File: src/rtl/mips_hazard_ctrl.sv
// Hazard controller for a 5-stage MIPS pipeline: load-use stall, branch flush,
// operand-forwarding selects and saturating stall/flush event counters.
module mips_hazard_ctrl #(
    parameter int unsigned REG_AW = 5,
    parameter int unsigned CNT_W  = 16
) (
    input  logic              clk,
    input  logic              rst,
    input  logic [REG_AW-1:0] id_rs,
    input  logic [REG_AW-1:0] id_rt,
    input  logic              id_uses_rs,
    input  logic              id_uses_rt,
    input  logic [REG_AW-1:0] id_rd,
    input  logic              id_reg_write,
    input  logic              id_mem_read,
    input  logic              ex_branch_taken,
    input  logic              hold,
    input  logic              cnt_clr,
    output logic              pc_we,
    output logic              ifid_we,
    output logic              idex_bubble,
    output logic              ifid_flush,
    output logic [1:0]        fwd_a_sel,
    output logic [1:0]        fwd_b_sel,
    output logic [CNT_W-1:0]  stall_cnt,
    output logic [CNT_W-1:0]  flush_cnt
);

    localparam logic [CNT_W-1:0] CNT_MAX = {CNT_W{1'b1}};

    logic [REG_AW-1:0] r_ex_rs, r_ex_rt, r_ex_rd, r_mem_rd, r_wb_rd;
    logic              r_ex_rw, r_ex_mr, r_mem_rw, r_wb_rw;
    logic [CNT_W-1:0]  r_stall_cnt, r_flush_cnt;
    logic              w_luh;

    // Shadow pipeline of destination/RegWrite/MemRead through EX, MEM, WB
    always_ff @(posedge clk or posedge rst) begin
        if (rst) begin
            r_ex_rs  <= '0;
            r_ex_rt  <= '0;
            r_ex_rd  <= '0;
            r_ex_rw  <= 1'b0;
            r_ex_mr  <= 1'b0;
            r_mem_rd <= '0;
            r_mem_rw <= 1'b0;
            r_wb_rd  <= '0;
            r_wb_rw  <= 1'b0;
        end else if (!hold) begin
            r_mem_rd <= r_ex_rd;
            r_mem_rw <= r_ex_rw;
            r_wb_rd  <= r_mem_rd;
            r_wb_rw  <= r_mem_rw;
            if (idex_bubble) begin
                r_ex_rs <= '0;
                r_ex_rt <= '0;
                r_ex_rd <= '0;
                r_ex_rw <= 1'b0;
                r_ex_mr <= 1'b0;
            end else begin
                r_ex_rs <= id_uses_rs ? id_rs : '0;
                r_ex_rt <= id_uses_rt ? id_rt : '0;
                r_ex_rd <= id_rd;
                r_ex_rw <= id_reg_write;
                r_ex_mr <= id_mem_read;
            end
        end
    end

    assign w_luh = r_ex_mr && (r_ex_rd != '0) &&
                   ((id_uses_rs && (r_ex_rd == id_rs)) ||
                    (id_uses_rt && (r_ex_rd == id_rt)));

    // Pipeline enables, priority hold > branch > load-use
    always_comb begin
        pc_we       = 1'b1;
        ifid_we     = 1'b1;
        idex_bubble = 1'b0;
        ifid_flush  = 1'b0;
        if (hold) begin
            pc_we   = 1'b0;
            ifid_we = 1'b0;
        end else if (ex_branch_taken) begin
            idex_bubble = 1'b1;
            ifid_flush  = 1'b1;
        end else if (w_luh) begin
            pc_we       = 1'b0;
            ifid_we     = 1'b0;
            idex_bubble = 1'b1;
        end
    end

    // Two cascaded 2:1 muxes: EX/MEM (youngest) overrides MEM/WB
    function automatic logic [1:0] fwd_sel(input logic [REG_AW-1:0] src);
        logic [1:0] sel;
        sel = 2'b00;
        if (r_wb_rw && (r_wb_rd != '0) && (r_wb_rd == src))
            sel = 2'b01;
        if (r_mem_rw && (r_mem_rd != '0) && (r_mem_rd == src))
            sel = 2'b10;
        return sel;
    endfunction

    always_comb begin
        fwd_a_sel = fwd_sel(r_ex_rs);
        fwd_b_sel = fwd_sel(r_ex_rt);
    end

    // Saturating event counters; clear wins and works even under hold
    always_ff @(posedge clk or posedge rst) begin
        if (rst) begin
            r_stall_cnt <= '0;
            r_flush_cnt <= '0;
        end else if (cnt_clr) begin
            r_stall_cnt <= '0;
            r_flush_cnt <= '0;
        end else if (!hold) begin
            if (w_luh && !ex_branch_taken && (r_stall_cnt != CNT_MAX))
                r_stall_cnt <= r_stall_cnt + CNT_W'(1);
            if (ex_branch_taken && (r_flush_cnt != CNT_MAX))
                r_flush_cnt <= r_flush_cnt + CNT_W'(1);
        end
    end

    assign stall_cnt = r_stall_cnt;
    assign flush_cnt = r_flush_cnt;

endmodule

File: config.mk
export PLATFORM = sky130hd
export DESIGN_NAME = mips_hazard_ctrl
export DESIGN_NICKNAME = d
export VERILOG_FILES = /design/src/rtl/mips_hazard_ctrl.sv
export SDC_FILE = /design/constraint.sdc
export NUM_CORES = 1
export LEC_CHECK = 0
export BUFFER_PORTS_ARGS = -buffer_cell sky130_fd_sc_hd__buf_2
export CORE_MARGIN = 3
export CORE_UTILIZATION = 50
export CTS_CLUSTER_SIZE = 12
export DETAILED_ROUTE_END_ITERATION = 10
export GPL_TIMING_DRIVEN = 0
export PLACE_DENSITY = 0.84
export SETUP_SLACK_MARGIN = 0.3
export SLEW_MARGIN = 20
export SYNTH_ARGS = -nofsm -noshare
export SYNTH_HDL_FRONTEND = slang
export SYNTH_SLANG_ARGS = --single-unit
File: constraint.sdc
create_clock -name clk -period 4 [get_ports clk]
set_input_delay 1.2 -clock clk [delete_from_list [all_inputs] [get_ports clk]]
set_output_delay 1.2 -clock clk [all_outputs]
set_load 0.1 [all_outputs]
# Word-level counts from Yosys, hierarchy flattened
# Index checks and enable logic that the tools add are counted.
# totals
reg_bits	61
elab_cells	69
# op_classes
eq_ne	9
n_mux	25
addsub	2
n_reduce_logical	22
# op_table
cell	n
16-bit 2-to-1 mux	6
16-bit by 1-bit adder with 16-bit output, second input constant	2
16-bit inequality test, second input constant	2
5-bit == test	6
5-bit 2-to-1 mux	5
5-bit nonzero test	3
1-bit logical AND	13
1-bit 2-to-1 mux	12
2-bit 2-to-1 mux	2
2-bit AND reduction	2
2-bit nonzero test	2
2-bit by 1-bit inequality test with 1-bit output, second input constant	1
1-bit zero test	1
1-bit logical OR	1

# Depth between registers and ports, before layout
# Gate-level depths: netlist of the first run.
# depth
depth_word	9
mapped_depth	10
ltp_nobuf	6

# Worst setup path before layout of the first run
# Ideal clock, no wire load.
# synth_path
path_type	reg-to-output
startpoint	register r_mem_rd[3]
endpoint	output port fwd_a_sel[0]
stages_incl_launch_ff	5
arrival_time_ns	5.629
setup_slack_ns	-2.829
path_cell_list	dfrtp_1 -> xnor2_1 -> nand3_1 -> nor4_1 -> nor4_1
# synth_via
elab_chain_len	4
elab_cells_between_ends	5
classes_between	eq/ne: 1; mux: 1; reduce/logical: 3
# synth_lines
item	line_no	source
from (decl)	31	logic [REG_AW-1:0] r_ex_rs, r_ex_rt, r_ex_rd, r_mem_rd, r_wb_rd;
from (signal assigned)	49	r_mem_rd <= r_ex_rd;
5-bit nonzero test	98	if (r_mem_rw && (r_mem_rd != '0) && (r_mem_rd == src))
1-bit logical AND	98	
1-bit logical AND (*)	98	
2-bit 2-to-1 mux (*)	98	
to (decl)	23	output logic [1:0] fwd_a_sel,
# Every way passes the cells marked *; elsewhere a longest branch is shown, timed or not.

# Final worst setup path of the first run
# layout_path
startpoint	input port id_rt[4]
endpoint	output port pc_we
# layout_via
elab_chain_len	7
# layout_lines
item	line_no	source
from (decl)	10	input logic [REG_AW-1:0] id_rt,
5-bit == test	71	(id_uses_rt && (r_ex_rd == id_rt)));
1-bit logical AND	71	
1-bit logical OR	70	((id_uses_rs && (r_ex_rd == id_rs)) ||
1-bit logical AND	69	assign w_luh = r_ex_mr && (r_ex_rd != '0) &&
1-bit 2-to-1 mux	85	end else if (w_luh) begin
1-bit 2-to-1 mux	82	end else if (ex_branch_taken) begin
1-bit 2-to-1 mux	79	if (hold) begin
to (decl)	19	output logic pc_we,
# Every way passes these cells.

==> flow_summary.toml, run 1 <==
[run_status]
outcome = "completed"

[global_routing]
grt_overflow_total = 0
grt_max_degree = 35
grt_pass1_vias = 2854
grt_pass1_wl_mm = 13.6
antenna_found_initial = 0
grtUsageTotal = 0.227

[logic_synthesis]
ys_async_sr_fraction = 1.00
yosysWarningCount = 0
synth_nets = 348
synth_fa_ha_area_frac = 0.00746
synth.area.mux_share = 0.0664
synth-edff-count = 0
synth_top_family_by_area = "simple AND/OR/NAND/NOR gates"
avgSynthCellArea_sq_um = 10.4
synth_cell_types = 47
syn_area_sq_um = 3360
synthCells = 322
synth_compound_area_frac = 0.122
yosys.area_share.simple = 0.202
synth.yosys.seq_area_share = 0.455
synth_seq_cells = 61
ys.flop_type = "dfrtp_1"
post_synth_xor_area_fraction = 0.104

[critical_path]
cp_data_required_time_ns = 2.80
crit_arrival_ns = 2.64
cpMaxStageDelayCell = "o22a_2"
start_kind = "input pin"
worst-setup-path-type = "in2out"
path_max_fanout = 3
max_stage_delay_ns = 0.25
path_cells = "buf_6 -> xnor2_2 -> nand4_1 -> o22a_2 -> buf_6 -> buf_8 -> buf_8 -> nor3_4 -> nor2_4 -> buf_12 -> buf_12"
crit_path_end_kind = "primary output"

[pwr]
p_seq_frac = 0.478
internal_power_uw = 1010
p_sw_uw = 425
power_frac_comb = 0.180
switching_share = 0.296
peakVddDrop_mv = 0.270
pwr-share-clk = 0.342
p_total_uw = 1430
power_density_nw_per_um2 = 337
leakage_uw = 0.00190

[sta]
setup_tns_ns = 0
fin_crit_sh = 0.961
finalHoldViolations = 0
max_slew_margin = 0.577
worst_clock_skew_ns = 0.00892
tightest_slew_ns = 0.630
fmax_mhz = 260
drv_slew = 0
post-route-min-period_ns = 3.84
setup_slack_ns = 0.155
rsz0062_at_grt = "yes"
finalSetupViolCount = 0

[placement]
io_buffers = 62
dpl.hpwl_mm = 5.87
preCtsSetupSlack_ns = -0.100
place.gp.congestion = 0.845
placed_area_sq_um = 3880

[finish]
mostFrequentLayoutCell = "dfrtp_1"
final_nets = 425
finish.utilization = 0.663
areaGrowthSynthToFinish_pct = 26.8
drive_gt1_frac = 0.332
antenna_cells = 0
final_cell_mix = "61 x dfrtp_1, 53 x buf_2, 26 x nor2_1, 18 x mux2_2, 17 x xnor2_1"
design_area_sq_um = 4260

[routing]
drt_iter0_drc = 97
dr_wl_met2_mm = 4.33
route.detailed.drc = 0
wl_met3_um = 466
ant_nets = 0
drt_wl_total_mm = 8.37
wl_per_cell_um = 17.4
vias = 2897
avgViaCountPerCell = 6.02
top_layer_used = "met4"
drt-met1-wl_mm = 3.48
drt-pass1-iter-count = 6

[cts]
cts_max_level = 3
cts_num_sinks = 61
root_buffer = "clkbuf_8"
cts.path.max_buffers = 2
cts_tree = "done"
cts.clk_slew.worst_paths_ns = 0.07
clkLatencyLatePin_ns = 0.34
numCtsBuffers = 9
hold_buffers = 0

[floorplanning]
io_pins = 64
die_area_sq_um = 7730
die_w_um = 87.9
dieHeight_um = 87.9
initial_core_util = 0.523
core-area_sq_um = 6420
rows = 29

[job]
cap_viol_max_count = 0

[min_path]
hp-class = "reg2reg"
-- layout make-up --
class                           count  area, sq um
Buffer                             19          141
Clock buffer                       12          155
Clock inverter                      4         22.5
Timing Repair Buffer               66          429
Sequential cell                    61         1530
Fill cell                         504         2170
Multi-Input combinational cell    236         1860
Tap cell                           77         96.3
Inverter                            6         25.0
-- worst paths after layout --
path | startpoint | to | slack [ns] | cells after the start
min in group asynchronous | rst | flush_cnt[13] | 0.84 | 2
worst max-delay path | id_rt[4] | pc_we | 0.16 | 11
worst min register to register | r_ex_rw | r_ex_rw | 0.52 | 1
worst max register to register | r_ex_rd[1] | r_ex_rt[0] | 1.63 | 9
max in group asynchronous | rst | r_ex_rs[4] | 2.66 | 3
worst min-delay path | r_ex_rw | r_ex_rw | 0.52 | 1
-- cell families (layout without fill, tap and decap cells) --
| family | count (synthesis) | after routing |
|---|---|---|
| and+or+nand+nor | 119 | 119 |
| DFF | 61 | 61 |
| AOI/OAI and AO/OA | 55 | 55 |
| xor gates and xnor gates | 40 | 40 |
| buffers and inverters | 25 | 107 |
| muxes | 20 | 20 |
| adders and majority gates | 2 | 2 |
-- cell usage after synthesis (4+ instances only) --
cell type | number | area share
o21ai_0 | 7 | 0.010
xnor2_1 | 26 | 0.068
nor2_1 | 28 | 0.031
nand3_1 | 11 | 0.016
or4_1 | 9 | 0.020
nor4_1 | 8 | 0.015
buf_6 | 4 | 0.013
clkbuf_1 | 11 | 0.012
nor2b_1 | 7 | 0.013
o31ai_1 | 4 | 0.0089
a21oi_1 | 13 | 0.019
a32o_1 | 10 | 0.030
nand2_1 | 11 | 0.012
xor2_1 | 14 | 0.037
a22o_1 | 7 | 0.018
nand4_1 | 10 | 0.019
inv_1 | 6 | 0.0067
nor3_1 | 11 | 0.016
or3_1 | 6 | 0.011
mux2_2 | 18 | 0.060
dfrtp_1 | 61 | 0.45
-- state kept, by name, summed over array words and instances, names as in the netlist --
register / cells
r_ex_rt: 5
r_mem_rd: 5
r_ex_rw: 1
r_wb_rd: 5
r_ex_rd: 5
r_mem_rw: 1
r_ex_rs: 5
r_wb_rw: 1
r_ex_mr: 1
flush_cnt: 16
stall_cnt: 16
-- power groups by stage --
| stage | clock network, uW | logic (uW) | registers (uW) |
|---|---|---|---|
| final | 491 | 258 | 686 |
| after global routing | 529 | 276 | 690 |
| after CTS | 502 | 244 | 684 |
| after detailed placement | 0 | 233 | 695 |
| after global placement | 0 | 223 | 694 |
| after floorplan | 0 | 174 | 693 |
-- metal layers --
layer,global-route usage,vias to the layer above
met3,0.0376,9
met2,0.367,109
li1,-,1342
met4,0.110,0
met1,0.297,1437
met5,0,-
-- per-stage QoR --
step	hold WS (ns)	instances
2_1_floorplan	0.473	322
3_3_place_gp	0.496	461
3_5_place_dp	0.498	462
4_1_cts	0.516	481
5_1_grt	0.533	481
6_report	0.517	481
-- timing repair --
| item | in CTS | in global routing |
|---|---|---|
| endpoints found under the setup margin | 3 | 3 |
| setup buffers | 3 | 0 |
| pin swaps | 5 | 8 |
| gates resized for setup | 15 | 22 |
-- worst max-delay path, delay by kind of cell --
family | cells | cell delay [ns]
AO/OA/AOI/OAI | 1 | 0.25
buffers and inverters | 6 | 0.74
AND/OR/NAND/NOR | 3 | 0.29
XOR/XNOR | 1 | 0.15
Power figures use the tool's default switching activity.
==> inputs of run 2 (changes only) <==
--- a/config.mk
+++ b/config.mk
@@ -6,12 +6,14 @@
 export NUM_CORES = 1
 export LEC_CHECK = 0
 export BUFFER_PORTS_ARGS = -buffer_cell sky130_fd_sc_hd__buf_2
+export CELL_PAD_IN_SITES_DETAIL_PLACEMENT = 0
+export CELL_PAD_IN_SITES_GLOBAL_PLACEMENT = 1
 export CORE_MARGIN = 3
-export CORE_UTILIZATION = 50
+export CORE_UTILIZATION = 43
 export CTS_CLUSTER_SIZE = 12
 export DETAILED_ROUTE_END_ITERATION = 10
 export GPL_TIMING_DRIVEN = 0
-export PLACE_DENSITY = 0.84
+export PLACE_DENSITY = 0.91
 export SETUP_SLACK_MARGIN = 0.3
 export SLEW_MARGIN = 20
 export SYNTH_ARGS = -nofsm -noshare
==> run 2 against run 1 <==
Compared with the run above: die area increased by 15%; via count decreased by 1.2%; non-clock buffer count increased by 2; routed wire length decreased by 0.59%; setup slack got worse by 0.022 ns; register-to-register slack improved by 0.05 ns.
==> flow_summary.toml, run 2 (synthesis results as in run 1) <==
[run_status]
outcome = "completed"

[finish]
drive_gt1_frac = 0.330
areaGrowthSynthToFinish_pct = 27.5
final_cell_mix = "61 x dfrtp_1, 57 x buf_2, 27 x nor2_1, 19 x xnor2_1, 18 x mux2_2"
mostFrequentLayoutCell = "dfrtp_1"
antenna_cells = 0
design_area_sq_um = 4280
final_nets = 427
finish.utilization = 0.577
finalNonFillerCells = 505

[sta]
post-route-min-period_ns = 3.87
fin_crit_sh = 0.967
finalSetupViolCount = 0
max_slew_margin = 0.644
fmax_mhz = 259
rsz0062_at_grt = "yes"
drv_slew = 0
whs_ns = 0.510
tightest_slew_ns = 0.530
worst_clock_skew_ns = 0.00751
finalHoldViolations = 0

[cts]
clkLatencyLatePin_ns = 0.34
numCtsBuffers = 9
cts_max_level = 3
hold_buffers = 0
root_buffer = "clkbuf_8"
cts.path.max_buffers = 2
cts.clk_slew.worst_paths_ns = 0.07
cts_num_sinks = 61
cts_tree = "done"

[critical_path]
regToRegSetupSlack_ns = 1.68
cpMaxStageDelayCell = "o22a_2"
ff2ff_path_depth = 9
crit_arrival_ns = 2.67
max_stage_delay_ns = 0.22
worst-setup-path-type = "in2out"
crit_path_end_kind = "primary output"
path_cells = "buf_2 -> xnor2_1 -> nand4_1 -> o22a_2 -> buf_6 -> buf_8 -> buf_8 -> nor3_4 -> nor2_4 -> buf_12 -> buf_12"
crit_buf_inv = 6
r2r_end = "r_ex_rs[4]"
path_max_fanout = 3
start_kind = "input pin"
cp_data_required_time_ns = 2.80
cpLargestDelayFamily = "buffers and inverters"
r2r_start = "r_ex_rd[0]"

[routing]
drt_iter0_drc = 119
route.detailed.drc = 0
wl_per_cell_um = 16.5
vias = 2862
drt_wl_total_mm = 8.33
avgViaCountPerCell = 5.67
drt-pass1-iter-count = 4
ant_nets = 0

[job]
cap_viol_max_count = 0

[floorplanning]
die_area_sq_um = 8900
dieHeight_um = 94.3
initial_core_util = 0.453
io_pins = 64
core-area_sq_um = 7410
rows = 31
die_w_um = 94.3

[global_routing]
grtUsageTotal = 0.202
grt_pass1_vias = 2797
grt_max_degree = 36
antenna_found_initial = 0
grt_pass1_wl_mm = 14.1
grt_overflow_total = 0

[pwr]
power_density_nw_per_um2 = 349
p_sw_uw = 439
power_frac_comb = 0.168
peakVddDrop_mv = 0.214
leakage_uw = 0.00189
internal_power_uw = 1050
p_seq_frac = 0.460
switching_share = 0.294
pwr-share-clk = 0.371

[placement]
placedCellCount = 484
dpl.hpwl_mm = 6.03
placed_area_sq_um = 3910
io_buffers = 62
place.gp.congestion = 0.890

[min_path]
hold_depth = 1
worstHoldEndpoint = "r_ex_mr"
hp-class = "reg2reg"
hold_path_startpoint = "r_ex_mr"
[run 2: changes by cell type in the layout (fill, tap and decap cells not counted), moves of 2 or more]
cell        before  now
xnor2_1         17   19
buf_2           53   57
buf_6            7    4
xnor2_2          8    6
clkinvlp_4       1    3
[run 2: timing repair]
item / 4_1_cts / 5_1_grt
endpoints found under the setup margin: 3 / 3
buffers inserted: 5 / 0
pin swaps: 8 / 2
gates resized for setup: 20 / 5
[run 2: final cells by class]
class,instances,area (sq um)
flip-flops and latches,61,1530
repair buffers,68,423
clock buffers,10,138
fillers,648,3130
clock inverters,6,62.6
inverters,6,25.0
well taps,99,124
plain buffers,19,141
multi-input cells,236,1840
[run 2: metrics by stage]
stage	setup TNS [ns]	power, uW	setup WS (ns)
after floorplan	0	867	0.0817
after CTS	0	1500	0.117
final	0	1490	0.134
after global placement	-0.182	918	-0.0976
after global routing	0	1550	0.0571
after detailed placement	-0.212	928	-0.107
[run 2: worst max path at each step]
stage | startpoint | endpoint | slack (ns) | cells after the start
detailed placement | id_rt[2] | pc_we | -0.11 | 11
floorplan | id_rt[0] | pc_we | 0.08 | 9
CTS | id_rt[3] | pc_we | 0.12 | 11
global route | id_rt[1] | pc_we | 0.06 | 11
finish | id_rs[2] | pc_we | 0.13 | 11
global placement | id_rt[2] | pc_we | -0.1 | 11
[run 2: power by group through the flow]
stage,clock network [uW],logic [uW],registers (uW)
finish,554,251,687
global route,589,271,692
CTS,563,246,685
detailed placement,0,231,697
global placement,0,224,695
floorplan,0,174,693
[run 2: per-layer routing]
layer	wire length, um	GRT usage	vias up
met1	3600	0.275	1407
met4	161	0.0710	0
li1	-	-	1350
met3	495	0.0382	17
met5	0	0	-
met2	4070	0.322	88
==> inputs of run 3 (changes only) <==
--- a/config.mk
+++ b/config.mk
@@ -9,11 +9,11 @@
 export CELL_PAD_IN_SITES_DETAIL_PLACEMENT = 0
 export CELL_PAD_IN_SITES_GLOBAL_PLACEMENT = 1
 export CORE_MARGIN = 3
-export CORE_UTILIZATION = 43
+export CORE_UTILIZATION = 39
 export CTS_CLUSTER_SIZE = 12
 export DETAILED_ROUTE_END_ITERATION = 10
 export GPL_TIMING_DRIVEN = 0
-export PLACE_DENSITY = 0.91
+export PLACE_DENSITY = 0.87
 export SETUP_SLACK_MARGIN = 0.3
 export SLEW_MARGIN = 20
 export SYNTH_ARGS = -nofsm -noshare
==> constraint.sdc (replaced) <==
create_clock -name clk -period 3.5 [get_ports clk]
set_input_delay 1.05 -clock clk [delete_from_list [all_inputs] [get_ports clk]]
set_output_delay 1.05 -clock clk [all_outputs]
set_load 0.1 [all_outputs]
==> run 3 against run 2 <==
Compared with the run above: setup slack lost 0.23 ns; first-iteration DRC count up 89%; combinational power is 32% higher; the flow now finishes with violations (setup timing); sequential power increased by 14%; largest power group unchanged; hold slack gained 0.0016 ns; final cell count is 3.6% higher; total power increased by 16%; clock skew up 0.0012 ns; core utilization down 4.3 points; die area increased by 9.6%.
==> flow_summary.toml, run 3 (synthesis results as in run 1) <==
[critical_path]
cp_data_required_time_ns = 2.45
worst-setup-path-type = "in2out"
r2r_start = "r_ex_rd[1]"
ff2ff_path_depth = 9
r2r_end = "r_ex_rt[0]"
crit_path_end_kind = "primary output"
path_max_fanout = 3
crit_start = "id_rt[0]"
worstSetupEndpoint = "pc_we"
start_kind = "input pin"
regToRegSetupSlack_ns = 1.21
crit_arrival_ns = 2.54

[routing]
drt_wl_total_mm = 8.71
vias = 2893
drt-pass1-iter-count = 5
ant_nets = 0
drt_iter0_drc = 225
wl_per_cell_um = 16.6
avgViaCountPerCell = 5.53
route.detailed.drc = 0

[pwr]
p_total_uw = 1740
peakVddDrop_mv = 0.186
power_density_nw_per_um2 = 392
leakage_uw = 0.00197

[sta]
tightest_slew_ns = 0.646
rsz0062_at_grt = "yes"
fin_crit_sh = 1.03
setup_slack_ns = -0.0939
max_slew_margin = 0.566
worst_clock_skew_ns = 0.00872
post-route-min-period_ns = 3.59
finalSetupViolCount = 3
drv_slew = 0
fmax_mhz = 278
finalHoldViolations = 0

[cts]
root_buffer = "clkbuf_8"
cts_max_level = 3
cts.path.max_buffers = 2
cts_tree = "done"
numCtsBuffers = 9
clkLatencyLatePin_ns = 0.33
cts_num_sinks = 61
cts.clk_slew.worst_paths_ns = 0.06

[finish]
areaGrowthSynthToFinish_pct = 32.1
finalNonFillerCells = 523
mostFrequentLayoutCell = "dfrtp_1"
antenna_cells = 0
finish.utilization = 0.534
final_cell_mix = "55 x dfrtp_1, 54 x buf_2, 26 x nor2_1, 20 x xnor2_1, 18 x mux2_2"
final_nets = 440
drive_gt1_frac = 0.366

[global_routing]
grt_overflow_total = 0
grtUsageTotal = 0.180
grt_max_degree = 50
grt_pass1_vias = 2768
grt_pass1_wl_mm = 14.2
antenna_found_initial = 0

[floorplanning]
initial_core_util = 0.404
die_w_um = 98.8
io_pins = 64
core-area_sq_um = 8300
dieHeight_um = 98.8
die_area_sq_um = 9750
rows = 33

[placement]
io_buffers = 62
dpl.hpwl_mm = 5.99
placedCellCount = 490
place.gp.congestion = 0.822

[job]
cap_viol_max_count = 0

[run_status]
outcome = "finished, violations left"
violations = "setup timing"

[min_path]
hp-class = "reg2reg"
==> run 3: metrics by stage <==
stage	TNS [ns]	setup slack [ns]	instance area [sq um]	hold slack, ns
floorplan	-0.118	-0.118	3460	0.473
global route	-0.370	-0.153	4430	0.554
detailed placement	-0.914	-0.347	3940	0.498
finish	-0.175	-0.0939	4430	0.512
global placement	-0.908	-0.343	3910	0.485
CTS	-0.238	-0.117	4290	0.515
==> run 3: timing repair <==
action / in CTS / in global routing
setup endpoints to repair: 5 / 5
gates resized for setup: 28 / 15
cloned: 0 / 0
pin swaps: 9 / 13
buffers inserted: 6 / 12
endpoints found under the hold margin: 0 / 0
hold buffers: 0 / 0
==> run 3: power by group <==
group / switching (uW) / internal, uW / total (uW)
Sequential: 47.1 / 739 / 786
Clock: 253 / 365 / 618
Combinational: 182 / 150 / 332
==> run 3: worst max-delay path, cell delays in order <==
cell	delay, ns
buf_8	0.10
xnor2_2	0.13
nand4_1	0.12
o22a_2	0.26
buf_6	0.12
buf_8	0.11
buf_8	0.11
nor3_4	0.14
nor2_4	0.09
buf_12	0.15
buf_12	0.15
==> run 3: worst min-delay path by stage <==
stage             from       to  slack (ns)  cells after the start
2_1_floorplan  r_wb_rw  r_wb_rw        0.47                      1
3_3_place_gp   r_wb_rw  r_wb_rw        0.48                      1
3_5_place_dp   r_wb_rw  r_wb_rw        0.50                      1
4_1_cts        r_ex_mr  r_ex_mr        0.51                      1
5_1_grt        r_wb_rw  r_wb_rw        0.55                      1
6_report       r_ex_rw  r_ex_rw        0.51                      1
==> run 3: layout make-up <==
cell class                      count  area (sq um)
Tap cell                          105           131
Sequential cell                    61          1530
Fill cell                         701          3870
Clock buffer                       14           163
Timing Repair Buffer               81           562
Inverter                            6          25.0
Multi-Input combinational cell    236          1850
Buffer                             19           143
Clock inverter                      1          30.0
==> run 3: layer usage <==
layer / global-route usage / vias up / wire length, um
met4: 0.0473 / 0 / 148
met3: 0.0460 / 13 / 522
met5: 0 / - / 0
met1: 0.255 / 1414 / 4020
met2: 0.276 / 93 / 4020
li1: - / 1373 / -
